## config.mk

```make
export PLATFORM = sky130hd
export DESIGN_NAME = iq_block_ctrl_flat
export DESIGN_NICKNAME = d
export VERILOG_FILES = /design/src/rtl/iq_ctrl_pkg.sv /design/src/rtl/iq_block_ctrl_if.sv /design/src/rtl/iq_stall_watchdog.sv /design/src/rtl/iq_block_ctrl.sv /design/src/flat_wrapper.sv
export SDC_FILE = /design/constraint.sdc
export NUM_CORES = 1
export LEC_CHECK = 0
export ABC_AREA = 1
export CAP_MARGIN = 20
export CORE_MARGIN = 5
export CORE_UTILIZATION = 45
export CTS_BUF_LIST = sky130_fd_sc_hd__clkbuf_16
export CTS_CLUSTER_DIAMETER = 60
export DETAILED_ROUTE_END_ITERATION = 7
export GPL_ROUTABILITY_DRIVEN = 1
export HOLD_SLACK_MARGIN = 0.08
export PLACE_DENSITY = 0.69
export RECOVER_POWER = 25
export REMOVE_ABC_BUFFERS = 1
export SLEW_MARGIN = 15
export SYNTH_ARGS = -nofsm -noshare
export SYNTH_HDL_FRONTEND = slang
export SYNTH_SLANG_ARGS = --single-unit
```

## constraint.sdc

```tcl
create_clock -name clock -period 2 [get_ports clock]
set_input_delay 0.4 -clock clock [delete_from_list [all_inputs] [get_ports clock]]
set_output_delay 0.4 -clock clock [all_outputs]
set_load 0.02 [all_outputs]
```

## src/rtl/iq_ctrl_pkg.sv

```systemverilog
// Shared definitions for the IQ block sequencer: FSM state codes, the
// fixed byte-per-sample protocol constant and the default counter width.
package iq_ctrl_pkg;

  localparam int COUNT_W_DEF      = 16;
  // I lo, I hi, Q lo, Q hi
  localparam int BYTES_PER_SAMPLE = 4;

  typedef logic [1:0] state_t;

  localparam state_t ST_IDLE  = 2'd0;
  localparam state_t ST_RUN   = 2'd1;
  localparam state_t ST_DRAIN = 2'd2;
  localparam state_t ST_DONE  = 2'd3;

endpackage

```

## src/rtl/iq_block_ctrl_if.sv

```systemverilog
// Host, byte FIFO and IQ-stage signals of the IQ block sequencer.
// master: the surrounding system (host, FIFO, IQ stage); slave: the sequencer.
interface iq_block_ctrl_if
  import iq_ctrl_pkg::*;
#(
  parameter int COUNT_W = COUNT_W_DEF
) ();

  logic               start;
  logic [COUNT_W-1:0] num_samples;
  logic               abort;
  logic               src_empty;
  logic               src_rd_en;
  logic               iq_in_empty;
  logic               iq_rd_en;
  logic               iq_wr_en;
  logic               busy;
  logic               done;
  logic [COUNT_W-1:0] samples_done;
  logic               error;

  modport master (
    output start, num_samples, abort, src_empty, iq_rd_en, iq_wr_en,
    input  src_rd_en, iq_in_empty, busy, done, samples_done, error
  );

  modport slave (
    input  start, num_samples, abort, src_empty, iq_rd_en, iq_wr_en,
    output src_rd_en, iq_in_empty, busy, done, samples_done, error
  );

endinterface

```

## src/rtl/iq_stall_watchdog.sv

```systemverilog
// Stall watchdog: counts consecutive cycles with no byte grant and no sample
// write while a block is active; flags expiry once the limit is reached.
module iq_stall_watchdog
  import iq_ctrl_pkg::*;
#(
  parameter int TIMEOUT_CYCLES = 1024
) (
  input  logic clock,
  input  logic reset,
  input  logic active,
  input  logic activity,
  output logic expired
);

  localparam int CNT_W = $clog2(TIMEOUT_CYCLES + 1);

  logic [CNT_W-1:0] stall_cnt;

  assign expired = (stall_cnt == CNT_W'(TIMEOUT_CYCLES));

  // Idle-cycle counter; saturates at the limit so expiry stays asserted.
  always_ff @(posedge clock) begin
    if (reset) begin
      stall_cnt <= '0;
    end else if (!active || activity) begin
      stall_cnt <= '0;
    end else if (!expired) begin
      stall_cnt <= stall_cnt + 1'b1;
    end
  end

endmodule

```

## src/rtl/iq_block_ctrl.sv

```systemverilog
// IQ block sequencer: gates the byte FIFO into the IQ deinterleave stage so
// exactly num_samples I/Q pairs are processed per start command, with abort
// at a clean sample boundary.
// Optional feature macro: IQ_TIMEOUT_EN (stall watchdog, sticky error).
module iq_block_ctrl
  import iq_ctrl_pkg::*;
#(
  parameter int COUNT_W        = COUNT_W_DEF,
  parameter int TIMEOUT_CYCLES = 1024
) (
  input logic            clock,
  input logic            reset,
  iq_block_ctrl_if.slave bus
);

  localparam int BG_W = COUNT_W + 2;

  state_t             state;
  logic [COUNT_W-1:0] target;
  logic [BG_W-1:0]    bytes_granted;
  logic [COUNT_W-1:0] samples_done_q;
  logic               abort_req;
  logic               done_q;

  logic [BG_W-1:0]    target_bytes;
  logic [BG_W-1:0]    emitted_bytes;
  logic               sample_aligned;
  logic               abort_stop;
  logic               allow;
  logic               busy_int;
  logic               grant;
  logic               wr_evt;
  logic               timeout;

  assign target_bytes   = BG_W'(target) * BG_W'(BYTES_PER_SAMPLE);
  assign emitted_bytes  = BG_W'(samples_done_q) * BG_W'(BYTES_PER_SAMPLE);
  assign sample_aligned = ((bytes_granted % BG_W'(BYTES_PER_SAMPLE)) == '0);
  assign abort_stop     = abort_req && sample_aligned;
  assign allow          = (state == ST_RUN) && !abort_stop && (bytes_granted < target_bytes);
  assign busy_int       = (state == ST_RUN) || (state == ST_DRAIN);

  // The IQ stage only ever sees bytes we are willing to hand over this block.
  assign grant           = bus.iq_rd_en & allow & ~bus.src_empty;
  assign wr_evt          = bus.iq_wr_en & busy_int;
  assign bus.src_rd_en   = grant;
  assign bus.iq_in_empty = bus.src_empty | ~allow;
  assign bus.busy        = busy_int;
  assign bus.done        = done_q;
  assign bus.samples_done = samples_done_q;

`ifdef IQ_TIMEOUT_EN
  logic error_q;

  iq_stall_watchdog #(
    .TIMEOUT_CYCLES(TIMEOUT_CYCLES)
  ) u_watchdog (
    .clock   (clock),
    .reset   (reset),
    .active  (busy_int),
    .activity(grant | wr_evt),
    .expired (timeout)
  );

  // Sticky stall error; a new accepted start clears it.
  always_ff @(posedge clock) begin
    if (reset) begin
      error_q <= 1'b0;
    end else if ((state == ST_IDLE) && bus.start) begin
      error_q <= 1'b0;
    end else if (timeout && busy_int) begin
      error_q <= 1'b1;
    end
  end

  assign bus.error = error_q;
`else
  // Without the watchdog a stalled block simply waits forever.
  logic unused_timeout_cfg;
  assign unused_timeout_cfg = (TIMEOUT_CYCLES > 0);
  assign timeout   = 1'b0;
  assign bus.error = 1'b0;
`endif

  // Block FSM with its byte/sample counters; done is a registered pulse
  // issued the cycle after the DONE state.
  always_ff @(posedge clock) begin
    if (reset) begin
      state          <= ST_IDLE;
      target         <= '0;
      bytes_granted  <= '0;
      samples_done_q <= '0;
      abort_req      <= 1'b0;
      done_q         <= 1'b0;
    end else begin
      done_q <= (state == ST_DONE);
      if (grant) begin
        bytes_granted <= bytes_granted + 1'b1;
      end
      if (wr_evt) begin
        samples_done_q <= samples_done_q + 1'b1;
      end
      if ((state == ST_RUN) && bus.abort) begin
        abort_req <= 1'b1;
      end
      case (state)
        ST_IDLE: begin
          if (bus.start) begin
            target         <= bus.num_samples;
            bytes_granted  <= '0;
            samples_done_q <= '0;
            abort_req      <= 1'b0;
            state          <= (bus.num_samples == '0) ? ST_DONE : ST_RUN;
          end
        end
        ST_RUN: begin
          if (timeout) begin
            state <= ST_DONE;
          end else if ((bytes_granted == target_bytes) || abort_stop) begin
            state <= ST_DRAIN;
          end
        end
        ST_DRAIN: begin
          // The IQ stage may sit on its last sample for as long as its
          // output is full; wait until every granted byte has been emitted.
          if (timeout) begin
            state <= ST_DONE;
          end else if (emitted_bytes == bytes_granted) begin
            state <= ST_DONE;
          end
        end
        default: begin
          state <= ST_IDLE;
        end
      endcase
    end
  end

endmodule

```

## src/flat_wrapper.sv

```systemverilog
// flat-port wrapper written by rule: the top's interface ports become plain ports
module iq_block_ctrl_flat import iq_ctrl_pkg::*;
#(
  parameter int COUNT_W        = COUNT_W_DEF,
  parameter int TIMEOUT_CYCLES = 1024
)
  (clock, reset, bus_start, bus_num_samples, bus_abort, bus_src_empty, bus_iq_rd_en, bus_iq_wr_en, bus_src_rd_en, bus_iq_in_empty, bus_busy, bus_done, bus_samples_done, bus_error);
  iq_block_ctrl_if #(.COUNT_W(COUNT_W)) bus_i ();
  input logic clock;
  input logic reset;
  input wire logic [$bits(bus_i.start)-1:0] bus_start;
  input wire logic [$bits(bus_i.num_samples)-1:0] bus_num_samples;
  input wire logic [$bits(bus_i.abort)-1:0] bus_abort;
  input wire logic [$bits(bus_i.src_empty)-1:0] bus_src_empty;
  input wire logic [$bits(bus_i.iq_rd_en)-1:0] bus_iq_rd_en;
  input wire logic [$bits(bus_i.iq_wr_en)-1:0] bus_iq_wr_en;
  output wire logic [$bits(bus_i.src_rd_en)-1:0] bus_src_rd_en;
  output wire logic [$bits(bus_i.iq_in_empty)-1:0] bus_iq_in_empty;
  output wire logic [$bits(bus_i.busy)-1:0] bus_busy;
  output wire logic [$bits(bus_i.done)-1:0] bus_done;
  output wire logic [$bits(bus_i.samples_done)-1:0] bus_samples_done;
  output wire logic [$bits(bus_i.error)-1:0] bus_error;
  assign bus_i.start = bus_start;
  assign bus_i.num_samples = bus_num_samples;
  assign bus_i.abort = bus_abort;
  assign bus_i.src_empty = bus_src_empty;
  assign bus_i.iq_rd_en = bus_iq_rd_en;
  assign bus_i.iq_wr_en = bus_iq_wr_en;
  assign bus_src_rd_en = bus_i.src_rd_en;
  assign bus_iq_in_empty = bus_i.iq_in_empty;
  assign bus_busy = bus_i.busy;
  assign bus_done = bus_i.done;
  assign bus_samples_done = bus_i.samples_done;
  assign bus_error = bus_i.error;
  iq_block_ctrl #(.COUNT_W(COUNT_W), .TIMEOUT_CYCLES(TIMEOUT_CYCLES)) u_core (.clock(clock), .reset(reset), .bus(bus_i));
endmodule
```

==> run metrics <==
Final WS setup=-0.0787 ns; IO Port Bufs=42; Max stage delay cell, worst path=dfxtp_1; Layout area overhead=42.1%; ANT nets after route=0; Final nets=roughly 650; Synth Instances=505; clk root buf=clkbuf_16; initial antenna violation count=0; WS Path Type=register to primary output; Die H=96.0 um; Avg Cell Area, Syn=~6.6 sq um; hpwl dp=roughly 6600 um; register area=0.00110 sq mm; GR Overflow Total=0; CTS sink cnt=between 50 and 60; Final setup viols=2; Slew Limit Fails=0; first-pass GRT wire length=about 14000 um; CP max stage delay=roughly 0.35 ns; most frequent cell after synthesis=nand2_1; synth cell count leaders=113 x nand2_1, 67 x inv_1, 67 x nor2_1, 54 x dfxtp_1, 38 x a21oi_1; library cells used by synthesis=33; Inserted Clock Buffers=5; CORE AREA=0.00721 sq mm; Initial DRT Pass Iterations=5; Ys Warns=0; Post-synth EDFFs=0; GP Congestion=roughly 0.9; IO Count=44; Max Root-Sink Buffers=2; Sequential Power Share=between 30% and 40%; WL per Instance=about 13 um; Final Non-Filler Cells=approximately 700; Initial Utilization=a little under half; sw frac=a little over a third; PwrDens=around 850 mW/mm^2; Comb pwr share=approximately 44%; area of the multi-input gates=between 0.002 and 0.0025 sq mm; # rows=31; clk_skew=between 0.007 and 0.008 ns; Yosys top cell by area=dfxtp_1; Mapped Area=0.00333 sq mm; hold crit path type=register to register; failing checks=negative setup slack; flops & latches, synth=54; final design utilization=between 60% and 70%; max frequency=approximately 480 MHz; CP endpoint kind=primary output; CTS H-tree depth=2; Via density=5.01; initial DRC count=252; All-Layer GR Usage=between 10% and 20%; DRC viols=0; Tcrit/Tclk final=104%; Clock power frac=roughly 24%; Max rail drop VDD=0.000715 V; Crit Path Max Fanout=3; Leakage=roughly 2.0 nW; CP Data Required Time=1.60 ns; count of final hold-check violations=0; setup slack at placement=-0.505 ns; largest net degree at the start of global routing=32; die footprint=around 0.009 sq mm; sequential area share after synthesis=approximately a third; critical path's most frequent cell=buf_6; outcome=finished, violations left; ANT cells=0; vias=between 3000 and 4000; cts hold-fix bufs=0; fillers=around 620; final WL=around 9000 um; crit path launch type=register; vias in the first global route=around 3300; Post-synth top flop=dfxtp_1; crit path cell chain=ha_4 -> nand2_1 -> inv_2 -> nand3_4 -> a21oi_4 -> nor2_4 -> buf_6 -> nand2_4 -> buf_6; async set-or-reset flop fraction in the synthesized netlist=0%; top cells by area, synth=dfxtp_1 33%, nand2_1 13%, ha_1 8.7%; layout cell share with drive strength beyond 1=26.7%; Clock Latency Late Sink=0.29 ns; crit path time final=just over 2 ns; clock transition at the registers of the reported paths=~0.07 ns; RSZ-0062 raised after global routing=true; die span in x=around 96 um; max cap viols=0; CTS tree=built; critical path arrival=~1.7 ns; Switch Pwr=0.00146 W; Cells after DPL=690; Synth top area share=between 30% and 40%; Power Internal=~0.0026 W
-- final timing paths --
check                                                    to  slack, ns  cells after the start                     start
worst min register to register             u_core.target[8]       0.49                      2          u_core.target[8]
worst min-delay path                       u_core.target[8]       0.49                      2          u_core.target[8]
worst max-delay path                        bus_iq_in_empty      -0.08                      9  u_core.bytes_granted[16]
worst max register to register  u_core.bus.samples_done[13]       0.04                     12           u_core.state[1]
-- critical path, delay by kind of cell (launching register included) --
family | cells | cell delay (ns)
DFF | 1 | 0.35
buffers and inverters | 3 | 0.33
and+or+nand+nor | 4 | 0.29
adders and majority gates | 1 | 0.27
AOI/OAI and AO/OA | 1 | 0.15
-- placed cells by master, fill, tap and decap left out, drive strengths merged, types with 11 or more instances in the layout --
master	instances
nand3	33
clkdlybuf4s50	38
o21ai	27
inv	76
nand4	18
buf	62
nor3	11
nor2	75
a21oi	39
dfxtp	54
ha	23
nand2	118
-- power by group through the flow --
stage / clock (W) / combinational [W] / sequential (W)
2_1_floorplan: 0 / 0.000797 / 0.00129
3_3_place_gp: 0 / 0.00149 / 0.00128
3_5_place_dp: 0 / 0.00153 / 0.00128
4_1_cts: 0.000991 / 0.00159 / 0.00126
5_1_grt: 0.00104 / 0.00197 / 0.00129
6_report: 0.000975 / 0.00179 / 0.00127
-- kinds of logic (layout without fill, tap and decap cells) --
group,after synthesis,after routing,synth area share [%]
adders and majority gates,23,23,8.65
AOI/OAI and AO/OA,70,70,10.9
other,1,1,0.113
buffers and inverters,91,189,10.8
and+or+nand+nor,258,258,34.9
DFF,54,54,32.5
xor gates and xnor gates,8,8,2.11
-- per-stage QoR --
step	hold WS (ns)	area [sq um]	power [W]	setup TNS, ns
after detailed placement	0.488	4240	0.00281	-2.39
after CTS	0.497	4420	0.00384	-0.358
after global placement	0.476	4240	0.00277	-1.96
after global routing	0.509	4730	0.00430	-0.692
after floorplan	0.434	3260	0.00209	-6.90
final	0.487	4730	0.00404	-0.138
-- area by class of cell --
class,instances,area share [%]
inverter,77,6.17
sequential,54,23.2
timing repair buffer,104,18.9
multi-input combinational,360,45.6
clock buffer,5,2.65
tap,99,2.62
clock inverter,3,0.794
-- state kept, by name, indices dropped and copies added (netlist names) --
name / count
u_core.target: 16
u_core.bytes_granted: 18
u_core.abort_req: 1
u_core.state: 2
u_core.bus.samples_done: 16
u_core.bus.done: 1
-- per-layer routing --
metal  share of wire, %  wire (um)  vias up  GRT usage (%)
met5                  0          0        -              0
met4                1.4        127        0           6.64
met3                4.9        442       14           3.13
met2                 51       4580       98           32.9
met1                 43       3850     1603           25.2
li1                   -          -     1805              -
-- what timing repair did --
item / in CTS / in global routing
setup endpoints to repair: 6 / 22
gates resized for setup: 17 / 74
buffers inserted: 0 / 4
endpoints found under the hold margin: 0 / 0
pin swaps: 3 / 21
(Power assumes the default switching activity.)
==> patch 1, RTL diff (same settings) <==
Add a define of `IQ_TIMEOUT_EN`.
--- a/src/rtl/iq_block_ctrl.sv
+++ b/src/rtl/iq_block_ctrl.sv
@@ -2,6 +2,8 @@
 // exactly num_samples I/Q pairs are processed per start command, with abort
 // at a clean sample boundary.
 // Optional feature macro: IQ_TIMEOUT_EN (stall watchdog, sticky error).
+`define IQ_TIMEOUT_EN
+
 module iq_block_ctrl
   import iq_ctrl_pkg::*;
 #(
Formal check against the unedited RTL: same outputs for any inputs over 10 cycles, from zero or initial values and one cycle with reset high; that may be too few to reach the edited logic, so the function may still have changed.
==> patch 1 against the unedited design <==
  * The run still ends with negative setup slack left
  * Wire length increased by 17%
  * Worst setup slack got worse by 0.077 ns
  * Final area increased by 15%
  * Total power increased by 21%
  * Sequential cell count increased by 12
  * Non-clock buffer count increased by 4
  * Clock power increased by 68%
  * Synthesized area increased by 18%
  * Critical endpoint is now bus_src_rd_en
  * Highest routed layer unchanged
==> patch 1: results (changes against the unedited design) <==
CRITICAL PATH
----------------------------------------------------------------------------------------
Arrival time of data at the critical path endpoint                               1.76 ns   +0.08 ns
Max Fanout on Critical Path                                                            2   -1

FINISH
----------------------------------------------------------------------------------------
Largest register FFs                                                                  18   unchanged
Number of fill cells                                                                 762   +24%
Total number of nets in the final design                                             715   +10%
Number of diodes                                                                       0   unchanged
Fraction of final layout cells with drive strength greater than 1                  22.2%   -4.5 points
Register with the most flip-flops                                           u_core.bytes_granted
Synthesis-to-layout area growth                                                    39.3%

CLOCK NETWORK
----------------------------------------------------------------------------------------
Clock latency reported for the late side of the worst-skew pair                  0.33 ns   +0.04 ns
Buffers from clock root to sink, at most                                               2   unchanged
Clock root buffer                                                              clkbuf_16
Depth of the CTS H-tree                                                                3   +1
Clock slew at the register clock pins of the worst setup and hold paths          0.05 ns   -0.02 ns
Number of buffers created by CTS                                                       9   +4

LOGIC SYNTHESIS
----------------------------------------------------------------------------------------
Proportion of synthesized flip-flops having asynchronous set or reset                 0%   unchanged
Dominant synthesized flop cell                                                   dfxtp_1
Largest cells by area after synthesis                                       dfxtp_1, nand2_1, inv_1, ha_1, nor2_1
Register area share after synthesis                                                33.8%   +1.3 points
Leading post-synthesis cells by instance count                              nand2_1, inv_1, nor2_1, dfxtp_1, a21oi_1
Number of warnings issued by yosys                                                     0   unchanged
Instance count of the mapped netlist                                                 559   +11%
Synth unique cells                                                                    30   -9.1%

DRT
----------------------------------------------------------------------------------------
Pre-Repair DR Iteration Count                                                          5   unchanged
Routed length per placed instance                                                13.5 um   +5.5%
Iteration-0 DRC Markers                                                              234   -7.1%
Via count of the routed design                                                      3924   +11%

PLACED DESIGN
----------------------------------------------------------------------------------------
Total half-perimeter wirelength after legalization and detailed placement        7510 um   +14%
Last weighted congestion value of the routability-driven placer                    0.833   -7.8%
Port Buffers                                                                          43   +2.4%
Pre-CTS setup slack                                                            -0.456 ns   +0.0485 ns
Standard cell area after detailed placement                                  0.00489 mm2   +15%

TIMING
----------------------------------------------------------------------------------------
Setup slack of the critical path after layout                                  -0.156 ns   -0.0774 ns
Worst clock skew                                                              0.00560 ns   -0.00174 ns
Final setup violation count                                                           12   +10
Slew at the pin closest to its max-slew limit                                   0.498 ns

PWR
----------------------------------------------------------------------------------------
Worst vdd ir                                                                      423 uV   -41%
Leakage                                                                          2.30 nW   +13%

GLOBAL ROUTING
----------------------------------------------------------------------------------------
Initial antenna violation count                                                        0   unchanged
GRT Overall Usage                                                                  20.3%   +0.75 points
Number of global-route vias before repair                                           3844   +18%
Maximum number of pins on one net before global-route repair                          32   unchanged
Wire length of the first global-routing pass                                    17000 um   +19%

STATUS
----------------------------------------------------------------------------------------
Violations in the final reports                                             negative setup slack
Result of the run                                                           finished with violations

MIN PATH
----------------------------------------------------------------------------------------
Worst min-delay path class                                                       reg2reg

## patch 1: cell types whose count changed after synthesis, moves of 3 or more
cell / before / now
a21oi_1: 38 / 44
clkinv_1: 3 / 0
dfxtp_1: 54 / 66
inv_1: 67 / 85
inv_2: 6 / 3
nand3_1: 32 / 25
nand4_1: 18 / 11
nor3_2: 1 / 5
o21ai_0: 26 / 32
xnor2_1: 1 / 5
xor2_1: 7 / 27
## patch 1: cell families (layout without fill, tap and decap cells)
| kind of cell | count (synthesis) | in the layout | share of synthesized area (%) |
|---|---|---|---|
| simple gates | 254 | 254 | 30.3 |
| buf+inv | 99 | 211 | 9.78 |
| compound gates | 83 | 83 | 11.0 |
| flops | 66 | 66 | 33.8 |
| xor+xnor | 32 | 32 | 7.16 |
| fa+ha+maj | 25 | 25 | 7.99 |
## patch 1: worst max-delay path, stage by stage, from the launching register on
cell     delay (ns)
dfxtp_1        0.31
inv_1          0.05
ha_1           0.29
a21oi_1        0.15
o21ai_0        0.09
nand2_1        0.07
nand2_1        0.07
nand2_2        0.08
nand3_2        0.09
inv_2          0.10
buf_6          0.12
## patch 1: timing repair
item | CTS | global route
resized for setup | 34 | 31
pin swaps | 6 | 16
setup buffers | 3 | 7
setup endpoints to repair | 15 | 35
## patch 1: where the power goes
| part | switching, mW | internal, mW |
|---|---|---|
| registers | 0.0800 | 1.47 |
| clock network | 0.572 | 1.07 |
| logic | 0.903 | 0.813 |
## patch 1: per-stage QoR
stage	setup TNS [ns]	instances
after global routing	-2.74	779
after detailed placement	-1.62	757
after CTS	-0.255	774
final	-0.389	779
after global placement	-1.18	757
after floorplan	-0.983	548
## patch 1: final timing paths
check / from / end / slack (ns) / cells past startpoint
worst min register to register: u_core.bus.error / u_core.bus.error / 0.47 / 1
worst min-delay path: u_core.bus.error / u_core.bus.error / 0.47 / 1
worst max register to register: u_core.target[3] / u_core.u_watchdog.stall_cnt[5] / -0.02 / 12
worst max-delay path: u_core.target[3] / bus_src_rd_en / -0.16 / 10
## patch 1: cell type report
class	instances	area, um2	share of cell area, %
Inverter	88	330	6.06
Multi-Input combinational cell	394	2410	44.2
Timing Repair Buffer	108	942	17.3
Sequential cell	66	1330	24.4
Clock buffer	9	225	4.13
Clock inverter	6	75.1	1.38
Tap cell	108	135	2.48
## patch 1: routing by layer
layer	track usage, %	vias to the layer above	routed length (um)
met5	0	-	0
met2	36.4	97	5460
met1	23.2	1806	4330
li1	-	1992	-
met3	4.36	29	392
met4	8.37	0	353
==> patch 2, RTL diff (same flow settings) <==
Without the edit above. `COUNT_W_DEF`: 16 -> 32.
--- a/src/rtl/iq_ctrl_pkg.sv
+++ b/src/rtl/iq_ctrl_pkg.sv
@@ -2,7 +2,7 @@
 // fixed byte-per-sample protocol constant and the default counter width.
 package iq_ctrl_pkg;
 
-  localparam int COUNT_W_DEF      = 16;
+  localparam int COUNT_W_DEF      = 32;
   // I lo, I hi, Q lo, Q hi
   localparam int BYTES_PER_SAMPLE = 4;
 
Interface: changed (resized bus_num_samples and bus_samples_done); port bits go from 44 to 76. No check against the original RTL was run, so the function may have changed too.
==> patch 2 against the unedited design <==
  * The flow still finishes with violations (negative setup slack)
  * Worst setup slack got worse by 0.18 ns
  * Wire length up 110%
  * Worst hold slack better by 0.029 ns
  * Clock power increased by 97%
  * Final area increased by 95%
  * Total power up 75%
  * Sequential power rose by 91%
  * Highest routed layer unchanged
  * Sequential cell count grew 48
  * Synthesized area up 100%
  * Count of clock-buffer cells in the layout grew 4
==> patch 2: results (changes against the unedited design) <==
LOGIC SYNTHESIS
----------------------------------------------------------------------------------------
Leading post-synthesis cells by instance count                              nand2_1, inv_1, nor2_1, dfxtp_1, a21oi_1
Synth unique cells                                                                    43   +30%
Number of warnings issued by yosys                                                     0   unchanged
Dominant synthesized flop cell                                                   dfxtp_1
Largest cells by area after synthesis                                       dfxtp_1, nand2_1, inv_1, nor2_1, ha_1
Register area share after synthesis                                                30.4%   -2.1 points
Proportion of synthesized flip-flops having asynchronous set or reset                 0%   unchanged
Instance count of the mapped netlist                                                1014   +100%

FINISH
----------------------------------------------------------------------------------------
Number of diodes                                                                       0   unchanged
Largest register FFs                                                                  34   +16
Number of fill cells                                                                1282   +110%
Number of non-filler instances in the completed layout                              1375   +96%
Register with the most flip-flops                                           u_core.bytes_granted
Total number of nets in the final design                                            1264   +95%
Fraction of final layout cells with drive strength greater than 1                  22.3%   -4.4 points

CRITICAL PATH
----------------------------------------------------------------------------------------
Arrival time of data at the critical path endpoint                               1.86 ns   +0.18 ns
Max Fanout on Critical Path                                                            3   unchanged

TIMING
----------------------------------------------------------------------------------------
Setup slack of the critical path after layout                                  -0.258 ns   -0.179 ns
Worst clock skew                                                               0.0136 ns   +0.00625 ns
Relative slew slack                                                                62.7%
Final setup violation count                                                           37   +35

PLACED DESIGN
----------------------------------------------------------------------------------------
Total half-perimeter wirelength after legalization and detailed placement       13800 um   +110%
Port Buffers                                                                          74   +76%
Pre-CTS setup slack                                                            -0.620 ns   -0.115 ns
Last weighted congestion value of the routability-driven placer                    0.917   +1.5%

CLOCK NETWORK
----------------------------------------------------------------------------------------
Buffers from clock root to sink, at most                                               2   unchanged
Number of buffers created by CTS                                                       9   +4
Clock root buffer                                                              clkbuf_16
Clock slew at the register clock pins of the worst setup and hold paths          0.08 ns
Clock latency reported for the late side of the worst-skew pair                  0.36 ns   +0.07 ns
Depth of the CTS H-tree                                                                3   +1

PWR
----------------------------------------------------------------------------------------
Worst vdd ir                                                                      568 uV   -21%
Leakage                                                                          3.92 nW   +93%
Design internal power                                                            4.64 mW   +80%

DRT
----------------------------------------------------------------------------------------
Pre-Repair DR Iteration Count                                                          5   unchanged
Routed length per placed instance                                                13.5 um   +5.6%
Via count of the routed design                                                      6817   +94%
Iteration-0 DRC Markers                                                              414   +64%

GLOBAL ROUTING
----------------------------------------------------------------------------------------
Wire length of the first global-routing pass                                    30000 um   +110%
Number of global-route vias before repair                                           6331   +94%
Maximum number of pins on one net before global-route repair                          64   +100%
GRT Overall Usage                                                                  20.7%   +1.2 points
Initial antenna violation count                                                        0   unchanged

STATUS
----------------------------------------------------------------------------------------
Violations in the final reports                                             negative setup slack
Result of the run                                                           finished with violations

MIN PATH
----------------------------------------------------------------------------------------
Worst min-delay path class                                                       reg2reg

==> patch 2: cell types whose count changed after synthesis, sizes merged, moves of 23 or more <==
cell   before  now
nand2     118  225
inv        74  167
nor2       75  159
dfxtp      54  102
a21oi      39   62
o21ai      27   50
==> patch 2: layout make-up <==
class / instances / area share, %
Inverter: 168 / 7.01
Timing Repair Buffer: 189 / 17.7
Tap cell: 184 / 2.50
Multi-Input combinational cell: 716 / 47.0
Clock buffer: 9 / 2.45
Sequential cell: 102 / 22.5
Clock inverter: 7 / 0.951
==> patch 2: through the flow <==
step                      area (um2)  util [%]  setup TNS (ns)
final                           9210      63.1           -2.89
after global routing            9210      63.1          -11.14
after CTS                       8900      61.0           -2.77
after detailed placement        8370      57.4          -11.70
after global placement          8370      57.4          -12.33
after floorplan                 6580         -          -59.56
==> patch 2: worst max-delay path, stage by stage, from the launching register on <==
cell,delay [ns]
dfxtp_1,0.41
ha_4,0.23
a21oi_1,0.13
nor2_1,0.07
nor2_1,0.09
nand2_1,0.09
nor2_4,0.15
buf_6,0.13
nand3_4,0.06
inv_2,0.05
buf_6,0.10
==> patch 2: power by group through the flow <==
stage | clock (mW) | sequential [mW] | combinational (mW)
floorplan | 0 | 2.46 | 1.17
global placement | 0 | 2.42 | 2.25
detailed placement | 0 | 2.43 | 2.29
CTS | 1.95 | 2.40 | 2.51
global route | 2.02 | 2.44 | 3.01
finish | 1.92 | 2.42 | 2.72
==> patch 2: what timing repair did <==
item	in CTS	in global routing
pin swaps	15	28
cloned	0	0
hold buffers	0	0
buffers inserted	3	7
resized for setup	61	64
setup endpoints to repair	49	46
==> patch 2: worst paths after layout <==
kind,slack [ns],depth (start not counted),from,to
hold reg to reg,0.52,2,u_core.target[0],u_core.target[0]
hold / removal,0.52,2,u_core.target[0],u_core.target[0]
setup reg to reg,-0.14,12,u_core.bytes_granted[31],u_core.bytes_granted[12]
setup / recovery,-0.26,10,u_core.bytes_granted[31],bus_src_rd_en
==> patch 2: per-layer routing <==
layer | vias to the layer above | global-route usage (%) | share of wire (%)
met3 | 31 | 2.98 | 5.4
met5 | - | 0 | 0
met4 | 0 | 8.51 | 2.9
met2 | 195 | 32.6 | 45
li1 | 3549 | - | -
met1 | 3042 | 28.4 | 47
==> patch 2: cell families (layout without fill, tap and decap cells) <==
family / after synthesis / in the layout / share of synthesized area, %
AND/OR/NAND/NOR: 500 / 500 / 34.6
buffers and inverters: 196 / 373 / 11.4
AO/OA/AOI/OAI: 143 / 143 / 11.8
flip-flops: 102 / 102 / 30.4
adder cells (fa/ha/maj): 39 / 39 / 7.27
XOR/XNOR: 33 / 33 / 4.31
other: 1 / 1 / 0.0559
